===== config.mk =====
export PLATFORM = sky130hd
export DESIGN_NAME = serial_subtractor
export DESIGN_NICKNAME = d
export VERILOG_FILES = /design/src/rtl/serial_subtractor_pkg.sv /design/src/rtl/serial_subtractor_full_subtractor.sv /design/src/rtl/serial_subtractor.sv
export SDC_FILE = /design/constraint.sdc
export NUM_CORES = 1
export LEC_CHECK = 0
export CORE_ASPECT_RATIO = 0.7
export CORE_MARGIN = 2
export CORE_UTILIZATION = 59
export CTS_BUF_LIST = sky130_fd_sc_hd__clkbuf_2 sky130_fd_sc_hd__clkbuf_4 sky130_fd_sc_hd__clkbuf_8
export CTS_CLUSTER_SIZE = 20
export DETAILED_ROUTE_END_ITERATION = 8
export PLACE_DENSITY = 0.89
export SETUP_SLACK_MARGIN = 0.4
export SYNTH_ARGS = -nofsm -noshare
export SYNTH_HDL_FRONTEND = slang
export SYNTH_HIERARCHICAL = 1
export SYNTH_SLANG_ARGS = --single-unit
export TNS_END_PERCENT = 5

===== constraint.sdc =====
create_clock -name clk -period 3.25 [get_ports clk]
set_input_delay 0.325 -clock clk [delete_from_list [all_inputs] [get_ports clk]]
set_output_delay 0.325 -clock clk [all_outputs]
set_load 0.02 [all_outputs]

===== src/rtl/serial_subtractor_pkg.sv =====
// Shared definitions for the bit-serial subtractor: FSM encoding and counter sizing.
// Latency: n/a (types and constant functions only).
// Backpressure: n/a.
package serial_subtractor_pkg;

    typedef enum logic [1:0] {
        IDLE = 2'd0,
        RUN  = 2'd1,
        DONE = 2'd2
    } state_t;

    // Bit counter width; it never needs to reach WIDTH, only WIDTH-1.
    function automatic int cnt_width(input int width);
        return (width <= 2) ? 1 : $clog2(width);
    endfunction

endpackage


===== src/rtl/serial_subtractor_full_subtractor.sv =====
// One-bit subtract cells: a half subtractor and a full subtractor made from two of them.
// Latency: purely combinational.
// Backpressure: none; the outputs follow the inputs.
module half_subtractor (
    input  logic a,
    input  logic b,
    output logic d,
    output logic bout
);
    assign d    = a ^ b;
    assign bout = ~a & b;
endmodule

module full_subtractor (
    input  logic a,
    input  logic b,
    input  logic bin,
    output logic d,
    output logic bout
);
    logic d1;
    logic bout1;
    logic bout2;

    // First stage forms a-b, second stage removes the incoming borrow.
    half_subtractor u_hs0 (
        .a    (a),
        .b    (b),
        .d    (d1),
        .bout (bout1)
    );

    half_subtractor u_hs1 (
        .a    (d1),
        .b    (bin),
        .d    (d),
        .bout (bout2)
    );

    assign bout = bout1 | bout2;
endmodule


===== src/rtl/serial_subtractor.sv =====
// Bit-serial unsigned subtractor: diff = a - b mod 2^WIDTH, LSB first, one bit per clock.
// Latency: done pulses WIDTH cycles after the accepted start; one op per WIDTH+2 cycles.
// Backpressure: start is only taken while ready=1; starts in RUN or DONE are dropped.
module serial_subtractor
    import serial_subtractor_pkg::*;
#(
    parameter int WIDTH = 8
) (
    input  logic             clk,
    input  logic             rst,
    input  logic             start,
    input  logic [WIDTH-1:0] a,
    input  logic [WIDTH-1:0] b,
    output logic             ready,
    output logic [WIDTH-1:0] diff,
    output logic             borrow_out,
    output logic             done
);

    localparam int CW = cnt_width(WIDTH);
    localparam logic [CW-1:0] CNT_LAST = CW'(WIDTH - 1);

    state_t           state;
    state_t           state_nxt;
    logic [WIDTH-1:0] a_sr;
    logic [WIDTH-1:0] b_sr;
    logic [WIDTH-1:0] res_sr;
    logic [CW-1:0]    cnt;
    logic             bor;
    logic             d_bit;
    logic             bout_bit;
    logic             last_bit;

    assign last_bit = (cnt == CNT_LAST);

    // The single subtract cell: current operand LSBs plus the stored borrow.
    full_subtractor u_fs (
        .a    (a_sr[0]),
        .b    (b_sr[0]),
        .bin  (bor),
        .d    (d_bit),
        .bout (bout_bit)
    );

    // State register.
    always_ff @(posedge clk or posedge rst) begin
        if (rst) begin
            state <= IDLE;
        end else begin
            state <= state_nxt;
        end
    end

    // Next state and handshake outputs; ready/done decode straight from the state flops.
    always_comb begin
        state_nxt = state;
        ready     = 1'b0;
        done      = 1'b0;
        case (state)
            IDLE: begin
                ready = 1'b1;
                if (start) begin
                    state_nxt = RUN;
                end
            end
            RUN: begin
                if (last_bit) begin
                    state_nxt = DONE;
                end
            end
            DONE: begin
                done      = 1'b1;
                state_nxt = IDLE;
            end
            default: begin
                state_nxt = IDLE;
            end
        endcase
    end

    // Operand capture, bit-serial ripple and result publication.
    always_ff @(posedge clk or posedge rst) begin
        if (rst) begin
            a_sr       <= '0;
            b_sr       <= '0;
            res_sr     <= '0;
            cnt        <= '0;
            bor        <= 1'b0;
            diff       <= '0;
            borrow_out <= 1'b0;
        end else begin
            case (state)
                IDLE: begin
                    if (start) begin
                        a_sr <= a;
                        b_sr <= b;
                        bor  <= 1'b0;
                        cnt  <= '0;
                    end
                end
                RUN: begin
                    a_sr   <= a_sr >> 1;
                    b_sr   <= b_sr >> 1;
                    res_sr <= {d_bit, res_sr[WIDTH-1:1]};
                    bor    <= bout_bit;
                    if (last_bit) begin
                        // diff/borrow_out only move here, so they hold through IDLE.
                        diff       <= {d_bit, res_sr[WIDTH-1:1]};
                        borrow_out <= bout_bit;
                    end else begin
                        cnt <= cnt + CW'(1);
                    end
                end
                default: begin
                end
            endcase
        end
    end

endmodule


==> summary.txt <==
Logic synthesis
  • Register bit total from synthesis: 38
  • Multiplexer share of the synthesized area: 0.06303
  • Main combinational cell family by area after synthesis: simple AND/OR/NAND/NOR gates
  • Post-Synth Simple-Gate Area: 0.1758
  • Post-synth EDFFs: 0
  • Main synth FF type: dfrtp_1
  • Post-Synth XOR/XNOR Area: 0
  • Cell variety after synth: 25
  • Post-synthesis cell count: 163
  • Yosys warns: 6
  • Syn nets: 186
  • Mapped Area: 0.001787 mm2
  • Post-synthesis sequential area ratio: 0.5322
  • Avg Cell Area, Syn: 10.96 um2
  • Complex-gate fraction of the synthesized area: 0.1450
  • FFs w/ async S/R, synth: 1.000
  • Post-synthesis adder-cell area fraction: 0.02801

Critical path
  • CP max FO: 26
  • Reg2reg start: state[1]
  • Crit path cell chain: buf_4 -> nor2_1 -> clkdlybuf4s50_1
  • Slowest CP cell: clkdlybuf4s50_1
  • Data arrival time of the worst path: 2150 ps
  • CP max stage delay: 730 ps
  • Critical Path Sink Type: output pin
  • CP Launch Point: state[1]
  • Crit Path Category: reg -> out
  • Required @ worst endpoint: 2920 ps
  • Startpoint types: flip-flop
  • Crit-path leading delay family: buffers and inverters
  • Buf/Inv on CP: 2

Clocking
  • CTS buffer count: 5
  • Hold-fix buffers at CTS: 0
  • Cts repair resizes: 0
  • Clock sinks: 38
  • H-tree levels: 2
  • Clock latency on the worst-skew pair: 280 ps
  • Root buffer cell: clkbuf_8
  • Setup Buffers After CTS: 0
  • Clock transition at the registers of the reported paths: 70 ps
  • TritonCTS clock tree: yes
  • Clock buffer depth: 2

Route
  • DRT Pass-1 Iters: 4
  • WL met1: 1.613 mm
  • Initial DRC count: 56
  • Final wirelength: 3.734 mm
  • WL/cell: 16.31 um
  • Via count: 1317
  • Antenna Violating Nets Remaining: 0
  • Metal3 WL: 221 um
  • DRC: 0
  • DR vias/cell: 5.751
  • Top sig layer: met4
  • WL met2: 1.834 mm

Timing
  • Final setup violation count: 0
  • Rel. slew slack: 0.5355
  • Clock skew: 1.527 ps
  • RSZ-0062 raised after global routing: false
  • Fmax: 0.4047 GHz
  • Worst slew pin tran: 694.2 ps
  • Worst Slack Setup Final: 779.0 ps
  • Final period util: 0.7603
  • Max-slew violations: 0
  • Min Tclk post-route: 2471 ps
  • Setup_tns: 0 ps
  • Final-report hold violation count: 0

Die
  • Die Ht: 50.04 um
  • Starting density of the core: 0.6285
  • # rows: 16
  • I/O pins: 30
  • Core Footprint: 0.002843 mm2
  • Die area: 0.003492 mm2
  • Die Wd: 69.78 um

Power and ir drop
  • Total Power: 2024 uW
  • Lkg Pwr: 0.001019 uW
  • Pwr Density: 933.3 mW/mm2
  • Peak supply drop: 528.1 uV

Place
  • Placed Area: 0.002090 mm2
  • Post-DP HPWL: 2.593 mm
  • DP Worst Slack: 1120 ps
  • IO Port Bufs: 29
  • Routability cong.: 0.7797

Final layout
  • Area of the multi-input gates: 735.7 um2
  • Design area: 0.002168 mm2
  • Register area: 950.9 um2
  • Layout cells sized above 1: 0.1451
  • Ant diodes: 0
  • Nets: 216
  • Area grow syn2layout: 21.36%
  • Fillers: 186

Global route
  • Gr usage total: 0.2351
  • Number of global-route vias before repair: 1402
  • Initial antenna violation count: 0
  • GRT overflow: 0
  • Largest net degree at the start of global routing: 39
  • Wire length of the first global-routing pass: 6.285 mm

Min path
  • Tightest Hold Check Type: in -> async

Run status
  • Status: finished, final reports clean

Run
  • Max Cap Viol: 0
[worst paths after layout]
kind | cells past startpoint | endpoint | slack (ps)
min in group clk | 2 | res_sr[1] | 490
setup / recovery | 3 | ready | 780
hold reg to reg | 2 | res_sr[1] | 490
max in group asynchronous | 3 | b_sr[2] | 2450
setup reg to reg | 4 | diff[7] | 1540
hold / removal | 3 | bor | 480
[worst min-delay path, cell delays in order]
cell and delay (ps):
clkdlybuf4s50_1 410, inv_1 60, buf_4 400
[cells in the mapped netlist (4+ instances only)]
| library cell | instances | area share |
|---|---|---|
| dfrtp_1 | 38 | 0.53 |
| nor2b_1 | 8 | 0.028 |
| o22a_1 | 5 | 0.025 |
| a22o_1 | 6 | 0.029 |
| ha_1 | 4 | 0.028 |
| a221oi_2 | 4 | 0.034 |
| nor2_1 | 4 | 0.0084 |
| a21oi_1 | 6 | 0.017 |
| nand3b_1 | 4 | 0.017 |
| inv_1 | 12 | 0.025 |
| o21ai_0 | 4 | 0.011 |
| a22oi_1 | 4 | 0.017 |
| nor3b_1 | 9 | 0.038 |
| mux2_2 | 10 | 0.063 |
| buf_2 | 5 | 0.014 |
| nand2_1 | 26 | 0.055 |
[layer usage]
layer / track usage / up-vias
met3: 0.05726 / 9
met4: 0.08974 / 0
met2: 0.4143 / 48
met1: 0.2807 / 642
met5: 0 / -
li1: - / 618
[registers in the layout, summed over array words and instances (netlist names)]
register and cells:
a_sr 8, b_sr 8, bor 1, borrow_out 1, cnt 3, diff 8, res_sr 7, state 2
[report_power, final]
part           leakage (uW)  total (uW)  switching (uW)  internal [uW]
logic              0.000506         904             474            429
clock network     0.0000438         300             156            144
registers          0.000469         820             130            690
[cell usage in the layout, fill, tap and decap left out, types with 5 or more instances in the layout]
master / count
nor3b_1: 9
nand2_1: 26
mux2_2: 10
o22a_1: 5
a22o_1: 6
clkdlybuf4s50_1: 29
a21oi_1: 6
dfrtp_1: 38
clkbuf_8: 5
inv_1: 12
nor2b_1: 8
[cell families (layout without fill, tap and decap cells)]
group / count (synthesis) / after routing
buffers and inverters: 21 / 51
flip-flops: 38 / 38
AND/OR/NAND/NOR: 59 / 59
multiplexers: 10 / 10
AO/OA/AOI/OAI: 31 / 31
adder cells (fa/ha/maj): 4 / 4
[cell type report]
| type | instances | area share |
|---|---|---|
| inverters | 12 | 0.02077 |
| multi-input cells | 104 | 0.3393 |
| clock inverters | 2 | 0.004616 |
| repair buffers | 32 | 0.1443 |
| flip-flops and latches | 38 | 0.4385 |
| clock buffers | 5 | 0.03174 |
| well taps | 36 | 0.02077 |
[per-stage QoR]
step	std cells	hold WS [ps]	utilization
final	229	479.7	0.7628
after global routing	229	529.4	0.7628
after CTS	229	492.0	0.7628
after detailed placement	222	474.3	0.7350
after global placement	222	457.5	0.7350
after floorplan	163	441.8	-
No activity file was read; power rests on OpenSTA's default activity.
